### src/rtl/ctrl_pkg.sv
// ----------------------------------------------------------------------------
// ctrl_pkg -- shared definitions for the instruction controller.
//   state_t      : controller FSM states (one state per clock)
//   instr_cls_t  : decoded instruction class
//   OPC_* / OP_* : opcode[15:13] and op[12:11] encodings
//   VSEL_*       : write-back source select encodings
//   ctrl_out_t   : bundle of all controller outputs (registered as one unit)
//   sext8()      : sign-extension helper for imm8
// ----------------------------------------------------------------------------
package ctrl_pkg;

  typedef enum logic [2:0] {
    ST_WAIT      = 3'd0,
    ST_DECODE    = 3'd1,
    ST_GET_A     = 3'd2,
    ST_GET_B     = 3'd3,
    ST_COMPUTE   = 3'd4,
    ST_WRITE_IMM = 3'd5,
    ST_WRITE_REG = 3'd6
  } state_t;

  typedef enum logic [2:0] {
    CLS_ILLEGAL = 3'd0,
    CLS_MOV_IMM = 3'd1,
    CLS_MOV_REG = 3'd2,
    CLS_ADD     = 3'd3,
    CLS_CMP     = 3'd4,
    CLS_AND     = 3'd5,
    CLS_MVN     = 3'd6
  } instr_cls_t;

  localparam logic [2:0] OPC_MOV = 3'b110;
  localparam logic [2:0] OPC_ALU = 3'b101;

  localparam logic [1:0] OP_MOV_IMM = 2'b10;
  localparam logic [1:0] OP_MOV_REG = 2'b00;
  localparam logic [1:0] OP_ADD     = 2'b00;
  localparam logic [1:0] OP_CMP     = 2'b01;
  localparam logic [1:0] OP_AND     = 2'b10;
  localparam logic [1:0] OP_MVN     = 2'b11;

  localparam logic [1:0] VSEL_C   = 2'b00;
  localparam logic [1:0] VSEL_IMM = 2'b10;

  typedef struct packed {
    logic        w;
    logic [2:0]  readnum;
    logic [2:0]  writenum;
    logic        write;
    logic        loada;
    logic        loadb;
    logic        loadc;
    logic        loads;
    logic        asel;
    logic [1:0]  vsel;
    logic [1:0]  alu_op;
    logic [1:0]  shift;
    logic [15:0] sximm8;
  } ctrl_out_t;

  // Output values while idle in reset: ready high, every strobe and field low.
  localparam ctrl_out_t CTRL_OUT_RST = '{
    w:        1'b1,
    readnum:  3'd0,
    writenum: 3'd0,
    write:    1'b0,
    loada:    1'b0,
    loadb:    1'b0,
    loadc:    1'b0,
    loads:    1'b0,
    asel:     1'b0,
    vsel:     2'b00,
    alu_op:   2'b00,
    shift:    2'b00,
    sximm8:   16'h0000
  };

  function automatic logic [15:0] sext8(input logic [7:0] v);
    return {{8{v[7]}}, v};
  endfunction

endpackage

### src/rtl/instr_dec.sv
// ----------------------------------------------------------------------------
// instr_dec -- purely combinational field extraction and legality check.
// Ports:
//   instr   in  16  instruction word
//   rn      out  3  instr[10:8]
//   rd      out  3  instr[7:5]
//   rm      out  3  instr[2:0]
//   sh      out  2  instr[4:3]
//   op      out  2  instr[12:11]
//   sximm8  out 16  sign-extended instr[7:0]
//   cls     out  3  instruction class (CLS_ILLEGAL for unsupported encodings)
// ----------------------------------------------------------------------------
module instr_dec
  import ctrl_pkg::*;
(
  input  logic [15:0] instr,
  output logic [2:0]  rn,
  output logic [2:0]  rd,
  output logic [2:0]  rm,
  output logic [1:0]  sh,
  output logic [1:0]  op,
  output logic [15:0] sximm8,
  output instr_cls_t  cls
);

  logic [2:0] opcode;

  assign opcode = instr[15:13];
  assign op     = instr[12:11];
  assign rn     = instr[10:8];
  assign rd     = instr[7:5];
  assign sh     = instr[4:3];
  assign rm     = instr[2:0];
  assign sximm8 = sext8(instr[7:0]);

  // Classify the opcode/op pair; anything outside the supported set is illegal.
  always_comb begin
    cls = CLS_ILLEGAL;
    case (opcode)
      OPC_MOV: begin
        case (op)
          OP_MOV_IMM: cls = CLS_MOV_IMM;
          OP_MOV_REG: cls = CLS_MOV_REG;
          default:    cls = CLS_ILLEGAL;
        endcase
      end
      OPC_ALU: begin
        case (op)
          OP_ADD:  cls = CLS_ADD;
          OP_CMP:  cls = CLS_CMP;
          OP_AND:  cls = CLS_AND;
          OP_MVN:  cls = CLS_MVN;
          default: cls = CLS_ILLEGAL;
        endcase
      end
      default: cls = CLS_ILLEGAL;
    endcase
  end

endmodule

### src/rtl/instr_ctrl.sv
// ----------------------------------------------------------------------------
// instr_ctrl -- multi-cycle controller for a simple load/store datapath.
// Holds one instruction and sequences the regfile/ALU enables for it.
// Ports:
//   clk, reset_n        clock, asynchronous active-low reset
//   s                   start strobe (sampled only in WAIT)
//   instr[15:0]         instruction word captured on start
//   w                   ready (1 only in WAIT)
//   readnum, writenum   regfile read / write selects
//   write               regfile write enable
//   loada/b/c, loads    datapath A, B, C and status enables
//   asel, bsel          operand selects (bsel is always 0)
//   vsel[1:0]           write-back source (00 = C, 10 = sximm8)
//   sximm8[15:0]        sign-extended imm8 of held instruction
//   shift[1:0]          shift field of held instruction
//   ALUop[1:0]          ALU operation
// Outputs are registered from the next state so they remain pure Moore
// functions of the state register yet come straight out of flops.
// ----------------------------------------------------------------------------
module instr_ctrl
  import ctrl_pkg::*;
(
  input  logic        clk,
  input  logic        reset_n,
  input  logic        s,
  input  logic [15:0] instr,
  output logic        w,
  output logic [2:0]  readnum,
  output logic [2:0]  writenum,
  output logic        write,
  output logic        loada,
  output logic        loadb,
  output logic        loadc,
  output logic        loads,
  output logic        asel,
  output logic        bsel,
  output logic [1:0]  vsel,
  output logic [15:0] sximm8,
  output logic [1:0]  shift,
  output logic [1:0]  ALUop
);

  state_t     state_r;
  state_t     state_nxt;
  logic [15:0] instr_r;
  logic [15:0] instr_nxt;
  ctrl_out_t  out_r;
  ctrl_out_t  out_nxt;

  logic [2:0]  dec_rn;
  logic [2:0]  dec_rd;
  logic [2:0]  dec_rm;
  logic [1:0]  dec_sh;
  logic [1:0]  dec_op;
  logic [15:0] dec_sximm8;
  instr_cls_t  dec_cls;

  // Instruction register input: only a start in WAIT replaces the held word.
  always_comb begin
    instr_nxt = instr_r;
    if ((state_r == ST_WAIT) && s) begin
      instr_nxt = instr;
    end else begin
      instr_nxt = instr_r;
    end
  end

  // Decoding instr_nxt serves both next-state (equals instr_r outside WAIT)
  // and the pre-registered output fields.
  instr_dec u_dec (
    .instr  (instr_nxt),
    .rn     (dec_rn),
    .rd     (dec_rd),
    .rm     (dec_rm),
    .sh     (dec_sh),
    .op     (dec_op),
    .sximm8 (dec_sximm8),
    .cls    (dec_cls)
  );

  // Next-state logic.
  always_comb begin
    state_nxt = ST_WAIT;
    case (state_r)
      ST_WAIT: begin
        if (s) begin
          state_nxt = ST_DECODE;
        end else begin
          state_nxt = ST_WAIT;
        end
      end
      ST_DECODE: begin
        case (dec_cls)
          CLS_MOV_IMM:                 state_nxt = ST_WRITE_IMM;
          CLS_ADD, CLS_CMP, CLS_AND:   state_nxt = ST_GET_A;
          CLS_MOV_REG, CLS_MVN:        state_nxt = ST_GET_B;
          default:                     state_nxt = ST_WAIT;
        endcase
      end
      ST_GET_A:   state_nxt = ST_GET_B;
      ST_GET_B:   state_nxt = ST_COMPUTE;
      ST_COMPUTE: begin
        if (dec_cls == CLS_CMP) begin
          state_nxt = ST_WAIT;
        end else begin
          state_nxt = ST_WRITE_REG;
        end
      end
      ST_WRITE_IMM: state_nxt = ST_WAIT;
      ST_WRITE_REG: state_nxt = ST_WAIT;
      default:      state_nxt = ST_WAIT;
    endcase
  end

  // Output decode for the state about to be entered.
  always_comb begin
    out_nxt        = CTRL_OUT_RST;
    out_nxt.w      = 1'b0;
    out_nxt.shift  = dec_sh;
    out_nxt.sximm8 = dec_sximm8;
    case (state_nxt)
      ST_WAIT: out_nxt.w = 1'b1;
      ST_DECODE: out_nxt.w = 1'b0;
      ST_GET_A: begin
        out_nxt.readnum = dec_rn;
        out_nxt.loada   = 1'b1;
      end
      ST_GET_B: begin
        out_nxt.readnum = dec_rm;
        out_nxt.loadb   = 1'b1;
      end
      ST_COMPUTE: begin
        out_nxt.loadc = 1'b1;
        // MOV reg passes B through the adder with A forced to zero.
        if (dec_cls == CLS_MOV_REG) begin
          out_nxt.alu_op = 2'b00;
        end else begin
          out_nxt.alu_op = dec_op;
        end
        out_nxt.asel  = (dec_cls == CLS_MOV_REG) || (dec_cls == CLS_MVN);
        out_nxt.loads = (dec_cls == CLS_CMP);
      end
      ST_WRITE_REG: begin
        out_nxt.write    = 1'b1;
        out_nxt.writenum = dec_rd;
        out_nxt.vsel     = VSEL_C;
      end
      ST_WRITE_IMM: begin
        out_nxt.write    = 1'b1;
        out_nxt.writenum = dec_rn;
        out_nxt.vsel     = VSEL_IMM;
      end
      default: out_nxt.w = 1'b0;
    endcase
  end

  // State, held instruction and output registers; reset aborts any instruction.
  always_ff @(posedge clk or negedge reset_n) begin
    if (!reset_n) begin
      state_r <= ST_WAIT;
      instr_r <= 16'h0000;
      out_r   <= CTRL_OUT_RST;
    end else begin
      state_r <= state_nxt;
      instr_r <= instr_nxt;
      out_r   <= out_nxt;
    end
  end

  assign w        = out_r.w;
  assign readnum  = out_r.readnum;
  assign writenum = out_r.writenum;
  assign write    = out_r.write;
  assign loada    = out_r.loada;
  assign loadb    = out_r.loadb;
  assign loadc    = out_r.loadc;
  assign loads    = out_r.loads;
  assign asel     = out_r.asel;
  assign bsel     = 1'b0;
  assign vsel     = out_r.vsel;
  assign sximm8   = out_r.sximm8;
  assign shift    = out_r.shift;
  assign ALUop    = out_r.alu_op;

endmodule

### config.mk
export PLATFORM = sky130hd
export DESIGN_NAME = instr_ctrl
export DESIGN_NICKNAME = d
export VERILOG_FILES = /design/src/rtl/ctrl_pkg.sv /design/src/rtl/instr_dec.sv /design/src/rtl/instr_ctrl.sv
export SDC_FILE = /design/constraint.sdc
export NUM_CORES = 1
export LEC_CHECK = 0
export BUFFER_PORTS_ARGS = -buffer_cell sky130_fd_sc_hd__buf_2
export CAP_MARGIN = 20
export CORE_MARGIN = 2
export CORE_UTILIZATION = 45
export DETAILED_ROUTE_END_ITERATION = 8
export MAX_ROUTING_LAYER = met4
export PLACE_DENSITY = 0.72
export SLEW_MARGIN = 20
export SYNTH_ARGS = -nofsm -noshare
export SYNTH_HDL_FRONTEND = slang
export SYNTH_SLANG_ARGS = --single-unit
### constraint.sdc
create_clock -name clk -period 7.35 [get_ports clk]
set_input_delay 1.47 -clock clk [delete_from_list [all_inputs] [get_ports clk]]
set_output_delay 1.47 -clock clk [all_outputs]
set_load 0.02 [all_outputs]
== After elaboration in Yosys (flattened, before gate mapping) ==
Index checks and enable logic that the tools add are counted.
Word-level totals
  register bits: 46
  bits of input ports: 19
  logic and storage cells: 59
Cells by class
  eq/ne operators: 20
  mux-type cells: 17
  reduce and logical (&&, ||, !) cells: 7
Operators by type and width (number)
  $eq 3x3->1 const B: 9
  $eq 3x2->1 const B: 6
  $mux 16: 1
  $pmux 3 s5: 1
  $pmux 3 s2: 2
  $pmux 3 s4: 1
  $pmux 3 s3: 1
  $pmux 4 s2: 1
  $eq 3x1->1 const B: 2
  $logic_not 3->1: 2
  $mux 2: 3
  $mux 3: 2
  $eq 2x2->1 const B: 2
  $mux 1: 4
  $pmux 2 s2: 1
  $reduce_or 3->1: 1
  $eq 2x1->1 const B: 1
  $logic_not 2->1: 1
  $reduce_or 2->1: 1
  $logic_and 1x1->1: 1
  $logic_or 1x1->1: 1

== Logic depth before layout (Yosys ltp) ==
Gate-level depths: netlist of run 1.
  word-level depth: 12
  depth in mapped cells: 12
  depth with buffers taken out: 10

== Hierarchy ==
Synthesis of run 1 repeated with hierarchy kept, for this count alone.
Unflattened totals
  cells, all modules: 175
  area, all modules: 2288.4 µm²
Modules (own cells, without submodules)
  instr_ctrl: times used 1, cells each 131, area an instance 1954.4 µm²
  instr_dec: times used 1, cells each 44, area an instance 334.1 µm²

== Worst setup path before layout of run 1 ==
Ideal clock, no wire load.
  kind: input-to-reg
  start: input port s
  end: register out_r (netlist bit readnum[0])
  arrival time: 3.966 ns
  path slack: 3.264 ns
  cell stages on the path: 12
  buffers on the path: 2
  cell sequence: or4b_1 buf_4 buf_1 nand2_1 nand2_1 ha_1 or3_1 a211oi_2 o2111ai_4 nand3_4 or3_1 a21boi_1
RTL lines
  start, declared: line instr_ctrl.sv:25  | input logic s,
  end signal, assigned: line instr_ctrl.sv:166  | out_r <= out_nxt;
  end, declared: line instr_ctrl.sv:47  | ctrl_out_t out_r;

==> run summary, run 1 <==
WORST SETUP PATH
--------------------------------------------------------------------------------------------
Data arrival time of the critical path                                               4.50 ns
Slack of the worst reg-to-reg path                                                   3.75 ns
Number of cells traversed by the worst register-to-register path                           9
Beginning of the critical path                                                             s
Crit path cell chain                                                            buf_2, or4b_1, a21oi_1, ha_1, or3_1, a211oi_2, o2111ai_4, nand3_4, or3_1, a21boi_1
Category of the worst setup path launch point                                     input port
Terminus of the critical flop-to-flop path                                      readnum[2]$_DFF_PN0_
Data required, critical path                                                         7.52 ns
Library cell contributing the largest single delay on the critical path         sky130_fd_sc_hd__or4b_1
Capturing element type of the critical path                                        flip-flop
Worst-path fanout max                                                                     19
R2R Path Start                                                                  state_r[1]$_DFF_PN0_
CP max stage delay                                                                   0.79 ns
Most prevalent standard cell on the critical path                               sky130_fd_sc_hd__or3_1
Critical path start-end classification                                                in2reg

STA
--------------------------------------------------------------------------------------------
Maximum clock skew at final layout                                                0.00513 ns
Max Clk Rate                                                                       0.231 GHz
RSZ-0062 raised after global routing                                                   false
Share of the cycle needed by the critical path after routing                           58.9%
Max-slew violations                                                                        0
Setup-failing EPs final                                                                    0
Headroom to the max-slew limit                                                         40.9%
Setup TNS Final                                                                         0 ns
Worst setup margin                                                                   3.02 ns
Worst Tran Pin Value                                                                0.882 ns
Crit path time final                                                                 4.33 ns
Hold Fails Final Rpt                                                                       0

DIE
--------------------------------------------------------------------------------------------
Width of the chip                                                                    66.1 um
Die ar.                                                                            4370 um^2
Placeable core region                                                              3690 um^2
IO Count                                                                                  55
Height of the chip                                                                   66.1 um
# rows                                                                                    22
Initial cell density of the core                                                       47.1%

SYNTHESIS
--------------------------------------------------------------------------------------------
Average footprint of a synthesized cell                                            9.87 um^2
Mux cell area share after synthesis                                                    1.73%
Count of synthesis-stage warnings from yosys                                               0
Area share of xor/xnor cells in the synthesized design                                    0%
Synth Flop Type                                                                 sky130_fd_sc_hd__dfrtp_1
Count of mapped cells out of synthesis                                                   176
Area contributors post-synth                                                    sky130_fd_sc_hd__dfrtp_1 49%, sky130_fd_sc_hd__nand2_1 10%, sky130_fd_sc_hd__buf_4 9.1%
Area of the mapped netlist                                                         1740 um^2
Sequential-to-total area share from yosys stat                                         50.5%
Cell taking the most area after synthesis                                       sky130_fd_sc_hd__dfrtp_1
Number of different library cells in the post-synthesis netlist                           41
Number of enable-type register cells in the synthesized netlist                            0
Top-area cell type share of the netlist area                                           49.0%
Share of flip-flops with an asynchronous set or reset                                   100%
Compound-gate portion of the synthesized area                                          10.9%
Adder-Cell Fraction of Synth Area                                                     0.720%
Yosys reg bits                                                                            35
Basic-gate share of the synthesized area counting and, or, nand and nor cells          24.5%
Dominant combinational cell family by area after synthesis                      simple AND/OR/NAND/NOR gates

CTS
--------------------------------------------------------------------------------------------
# resized after CTS                                                                        0
Count of hold buffers inserted by post-cts repair                                          0
Clock insertion delay at the later pin of the skew report                            0.28 ns
Clock tree from TritonCTS                                                               done
Post-CTS setup buffers                                                                     0
Total number of H-tree levels                                                              2
Root Buffer                                                                     sky130_fd_sc_hd__clkbuf_8
Num CTS Buffers                                                                            5
Clk pin slew, worst setup/hold paths                                                 0.07 ns
Buffers from clock root to sink, at most                                                   2
# clock sinks                                                                             35

PLACE
--------------------------------------------------------------------------------------------
Buffers added on ports                                                                    52
Final HPWL from detailed placement                                                   2520 um
Final weighted congestion in routability-driven placement                              0.888
Worst slack after detailed placement                                                 2.73 ns

HOLD PATH
--------------------------------------------------------------------------------------------
Hold endpoint                                                                   sximm8[3]$_DFFE_PN0N_
Worst min path class                                                                 reg2reg
WHS Path Cells                                                                             2
Hold path startpoint                                                            sximm8[3]$_DFFE_PN0N_

ROUTING
--------------------------------------------------------------------------------------------
Total wire length                                                                    3420 um
Residual antenna-violating net count after detailed routing                                0
Overall via count from detail_route                                                     1313
WL/cell                                                                              13.0 um
DR DRC count                                                                               0
Initial DRC count                                                                         90
Number of detailed-routing iterations run before antenna repair                            4
Mean number of vias per cell                                                            5.01

FINAL LAYOUT
--------------------------------------------------------------------------------------------
Nets                                                                                     233
Number of inserted diodes                                                                  0
Final core utilization                                                                 53.9%
Most frequent cells in the layout                                               52 x sky130_fd_sc_hd__buf_2, 47 x sky130_fd_sc_hd__nand2_1, 34 x sky130_fd_sc_hd__dfrtp_1, 9 x sky130_fd_sc_hd__inv_1, 8 x sky130_fd_sc_hd__nor2_1
Synth-to-Final Area Change                                                             14.4%
Most common cell after layout, fill and taps aside                              sky130_fd_sc_hd__buf_2
Fraction of layout cells with a size suffix above 1                                    31.3%

GLOBAL ROUTE
--------------------------------------------------------------------------------------------
Antenna violations before repair                                                           0
First-pass GRT wire length                                                           5800 um
Aggregate global routing overflow                                                          0
Vias in the first global route                                                          1275
Maximum number of pins on one net before global-route repair                              36
Tot GR Track Use                                                                       18.1%

PWR
--------------------------------------------------------------------------------------------
Sequential fraction of design power                                                    36.4%
Power share of the clock group                                                         15.9%
Net switching share of the total power                                                 45.0%
Net switching power figure                                                            397 uW
Power Density                                                                    445 nW/um^2
Standby leakage power                                                             0.00109 uW
Power share of the combinational group                                                 47.7%
Max VDD drop                                                                          214 uV
Cell Int Power                                                                        486 uW

FLOW RUN
--------------------------------------------------------------------------------------------
Max-cap violation count                                                                    0

OUTCOME
--------------------------------------------------------------------------------------------
Status                                                                             completed

## state kept, by name, summed over array words and instances (netlist names), 2 cells and up
name      cells
ALUop         2
instr_r       9
readnum       3
state_r       3
sximm8        7
writenum      3
## critical path, delay by kind of cell
kind	cells	cell delay [ns]
adders and majority gates	1	0.37
buffers and inverters	1	0.11
and+or+nand+nor	4	1.47
AOI/OAI and AO/OA	4	1.06
## how the worst max path moves through the flow
stage | slack, ns | to | depth (start not counted)
4_1_cts | 3.03 | readnum[2]$_DFF_PN0_ | 10
2_1_floorplan | 3.26 | readnum[0]$_DFF_PN0_ | 12
5_1_grt | 2.78 | readnum[2]$_DFF_PN0_ | 10
3_3_place_gp | 2.82 | readnum[2]$_DFF_PN0_ | 10
6_report | 3.02 | readnum[2]$_DFF_PN0_ | 10
3_5_place_dp | 2.73 | readnum[2]$_DFF_PN0_ | 10
## area by class of cell
type / count / area (um^2)
timing repair buffer: 52 / 260
clock buffer: 7 / 86.3
tap: 48 / 60.1
inverter: 9 / 33.8
fill: 349 / 1700
multi-input combinational: 110 / 664
sequential: 35 / 877
clock inverter: 1 / 5.00
## power groups by stage
| stage | registers (uW) | clock network, uW | logic [uW] |
|---|---|---|---|
| finish | 321 | 140 | 422 |
| CTS | 322 | 144 | 425 |
| floorplan | 336 | 0 | 352 |
| global placement | 324 | 0 | 422 |
| detailed placement | 324 | 0 | 423 |
| global route | 331 | 153 | 467 |
## cells by family after synthesis
| kind of cell | count (synthesis) |
|---|---|
| and+or+nand+nor | 81 |
| other | 1 |
| DFF | 35 |
| adders and majority gates | 1 |
| muxes | 3 |
| AOI/OAI and AO/OA | 23 |
| buffers and inverters | 32 |
## cell usage after synthesis (2+ instances only)
cell type / n
sky130_fd_sc_hd__mux2i_1: 3
sky130_fd_sc_hd__nor2_1: 8
sky130_fd_sc_hd__nor3b_1: 2
sky130_fd_sc_hd__a32o_1: 2
sky130_fd_sc_hd__inv_1: 9
sky130_fd_sc_hd__dfrtp_1: 34
sky130_fd_sc_hd__a21boi_1: 3
sky130_fd_sc_hd__or3_1: 5
sky130_fd_sc_hd__nand2_1: 47
sky130_fd_sc_hd__and2_1: 2
sky130_fd_sc_hd__nor2b_1: 3
sky130_fd_sc_hd__o21ai_0: 5
sky130_fd_sc_hd__buf_4: 21
sky130_fd_sc_hd__a211oi_2: 2
sky130_fd_sc_hd__a21oi_1: 4
## metal layers
metal / track usage (%) / share of wire (%)
met5: - / 0
met4: 6.12 / 1.2
met3: 4.26 / 4.9
met2: 28.0 / 49
met1: 23.5 / 45
## through the flow
step           instances  hold slack, ns  power (uW)  cell area [um^2]
5_1_grt              262           0.531         951              1990
4_1_cts              262           0.503         891              1990
3_3_place_gp         254           0.483         746              1900
6_report             262           0.496         883              1990
3_5_place_dp         254           0.486         747              1900
2_1_floorplan        177           0.457         688              1740
Note: power is estimated with default switching activity, not from simulation.
==> run 2: changes to the inputs <==
--- a/config.mk
+++ b/config.mk
@@ -11,7 +11,7 @@
 export CORE_UTILIZATION = 45
 export DETAILED_ROUTE_END_ITERATION = 8
 export MAX_ROUTING_LAYER = met4
-export PLACE_DENSITY = 0.72
+export PLACE_DENSITY = 0.75
 export SLEW_MARGIN = 20
 export SYNTH_ARGS = -nofsm -noshare
 export SYNTH_HDL_FRONTEND = slang
==> constraint.sdc (replaced) <==
create_clock -name clk -period 3.8 [get_ports clk]
set_input_delay 0.76 -clock clk [delete_from_list [all_inputs] [get_ports clk]]
set_output_delay 0.76 -clock clk [all_outputs]
set_load 0.02 [all_outputs]
==> run summary, run 2 (synthesized netlist as in run 1, its figures left out) <==
ROUTING
--------------------------------------------------------------------------------------
DR DRC count                                                                         0
WL/cell                                                                        13.1 um
Initial DRC count                                                                   37
Overall via count from detail_route                                               1327
Mean number of vias per cell                                                      4.99
Total wire length                                                              3480 um
Residual antenna-violating net count after detailed routing                          0
Number of detailed-routing iterations run before antenna repair                      4

HOLD PATH
--------------------------------------------------------------------------------------
Worst min path class                                                           reg2reg
WHS Path Cells                                                                       2

STA
--------------------------------------------------------------------------------------
Crit path time final                                                           3.28 ns
Setup TNS Final                                                                   0 ns
Setup-failing EPs final                                                              0
Hold Fails Final Rpt                                                                 0
RSZ-0062 raised after global routing                                             false
Worst setup margin                                                            0.524 ns
Headroom to the max-slew limit                                                   49.8%
Max Clk Rate                                                                 0.305 GHz
Max-slew violations                                                                  0
Worst Tran Pin Value                                                          0.753 ns
Maximum clock skew at final layout                                           0.0109 ns
Share of the cycle needed by the critical path after routing                     86.2%

GLOBAL ROUTE
--------------------------------------------------------------------------------------
Vias in the first global route                                                    1257
Tot GR Track Use                                                                 18.6%
Antenna violations before repair                                                     0
Maximum number of pins on one net before global-route repair                        36
First-pass GRT wire length                                                     5860 um
Aggregate global routing overflow                                                    0

WORST SETUP PATH
--------------------------------------------------------------------------------------
Number of cells traversed by the worst register-to-register path                     9
Worst Path Buf+Inv                                                                   1
Capturing element type of the critical path                                  flip-flop
CP max stage delay                                                             0.54 ns
Data required, critical path                                                   3.97 ns
Category of the worst setup path launch point                               input port
Most prevalent standard cell on the critical path                         sky130_fd_sc_hd__or3_1
Critical path start-end classification                                          in2reg
Worst-path fanout max                                                               10
Data arrival time of the critical path                                         3.44 ns
Crit path cell chain                                                      buf_2, or4b_1, a21oi_1, ha_1, or3_1, a211oi_2, o2111ai_4, nand3_4, or3_1, a21boi_1
Crit. path cell count                                                               10
Library cell contributing the largest single delay on the critical path   sky130_fd_sc_hd__or4b_1
CP top delay family                                                       simple AND/OR/NAND/NOR gates

PWR
--------------------------------------------------------------------------------------
Max VDD drop                                                                    530 uV
Power Density                                                              861 nW/um^2
Standby leakage power                                                       0.00111 uW

DIE
--------------------------------------------------------------------------------------
Height of the chip                                                             66.1 um
IO Count                                                                            55
Placeable core region                                                        3690 um^2
Die ar.                                                                      4370 um^2
# rows                                                                              22
Initial cell density of the core                                                 47.1%
Width of the chip                                                              66.1 um

CTS
--------------------------------------------------------------------------------------
Root Buffer                                                               sky130_fd_sc_hd__clkbuf_8
Clock tree from TritonCTS                                                         done
# resized after CTS                                                                  0
Buffers from clock root to sink, at most                                             2
Count of hold buffers inserted by post-cts repair                                    0
Total number of H-tree levels                                                        2
Post-CTS setup buffers                                                               0
Clock insertion delay at the later pin of the skew report                      0.29 ns
# clock sinks                                                                       35
Num CTS Buffers                                                                      5
Clk pin slew, worst setup/hold paths                                           0.07 ns

FINAL LAYOUT
--------------------------------------------------------------------------------------
Final instance area                                                          2020 um^2
Finished Layout Cells                                                              266
Most common cell after layout, fill and taps aside                        sky130_fd_sc_hd__buf_2
Most frequent cells in the layout                                         52 x sky130_fd_sc_hd__buf_2, 47 x sky130_fd_sc_hd__nand2_1, 34 x sky130_fd_sc_hd__dfrtp_1, 9 x sky130_fd_sc_hd__inv_1, 8 x sky130_fd_sc_hd__nor2_1
Number of inserted diodes                                                            0
Synth-to-Final Area Change                                                       16.1%
Final core utilization                                                           54.7%
Max reg flops                                                                        9
Register with the most flip-flops                                              instr_r
Nets                                                                               237
Fraction of layout cells with a size suffix above 1                              32.6%

OUTCOME
--------------------------------------------------------------------------------------
Status                                                                       completed

PLACE
--------------------------------------------------------------------------------------
Total placed cells including tap cells                                             258
Final weighted congestion in routability-driven placement                        0.844
Buffers added on ports                                                              52
Final HPWL from detailed placement                                             2540 um
Instance area after placement                                                1930 um^2
Worst slack after detailed placement                                          0.287 ns

FLOW RUN
--------------------------------------------------------------------------------------
Max-cap violation count                                                              0

[run 2: changes by cell type in the layout (fill, tap and decap cells not counted)]
cell                    before  now
sky130_fd_sc_hd__buf_4       0    4
[run 2: layout make-up]
cell class	instances	area [um^2]
clock buffers	7	86.3
clock inverters	1	5.00
fillers	345	1670
inverters	9	33.8
multi-input cells	110	664
flip-flops and latches	35	877
well taps	48	60.1
repair buffers	56	290
[run 2: where the power goes]
part,total [uW],internal [uW],switching [uW]
Combinational,849,305,544
Sequential,617,510,107
Clock,272,146,126
Total,1740,960,777
[run 2: worst register-to-register path, cell delays in order (launching register included)]
cell and delay [ns]:
sky130_fd_sc_hd__dfrtp_1 0.46, sky130_fd_sc_hd__or4b_1 0.63, sky130_fd_sc_hd__a21oi_1 0.36, sky130_fd_sc_hd__ha_1 0.38
sky130_fd_sc_hd__or3_1 0.36, sky130_fd_sc_hd__a211oi_2 0.32, sky130_fd_sc_hd__o2111ai_4 0.24, sky130_fd_sc_hd__nand3_4 0.20
sky130_fd_sc_hd__or3_1 0.14, sky130_fd_sc_hd__a21boi_1 0.06
[run 2: stage by stage]
stage | hold slack (ns) | power [uW]
floorplan | 0.457 | 1330
global placement | 0.473 | 1460
detailed placement | 0.479 | 1470
CTS | 0.497 | 1750
global route | 0.536 | 1870
finish | 0.493 | 1740
[run 2: path summary, 6_finish.rpt]
path,start,end,slack (ns)
worst max-delay path,s,readnum[0]$_DFF_PN0_,0.52
min in group asynchronous,reset_n,instr_r[7]$_DFF_PN0_,0.53
worst min-delay path,sximm8[3]$_DFFE_PN0N_,sximm8[3]$_DFFE_PN0N_,0.49
worst max register to register,state_r[1]$_DFF_PN0_,readnum[0]$_DFF_PN0_,0.55
worst min register to register,sximm8[3]$_DFFE_PN0N_,sximm8[3]$_DFFE_PN0N_,0.49
max in group asynchronous,reset_n,sximm8[2]$_DFF_PN0_,2.78
[run 2: routing by layer]
layer | wire length [um] | GRT usage (%) | up-vias | share of wire, %
met5 | 0 | - | - | 0
met4 | 101 | 11.5 | 0 | 2.9
met3 | 201 | 3.41 | 8 | 5.8
met2 | 1560 | 26.0 | 50 | 45
met1 | 1630 | 25.1 | 617 | 47
li1 | - | - | 652 | -
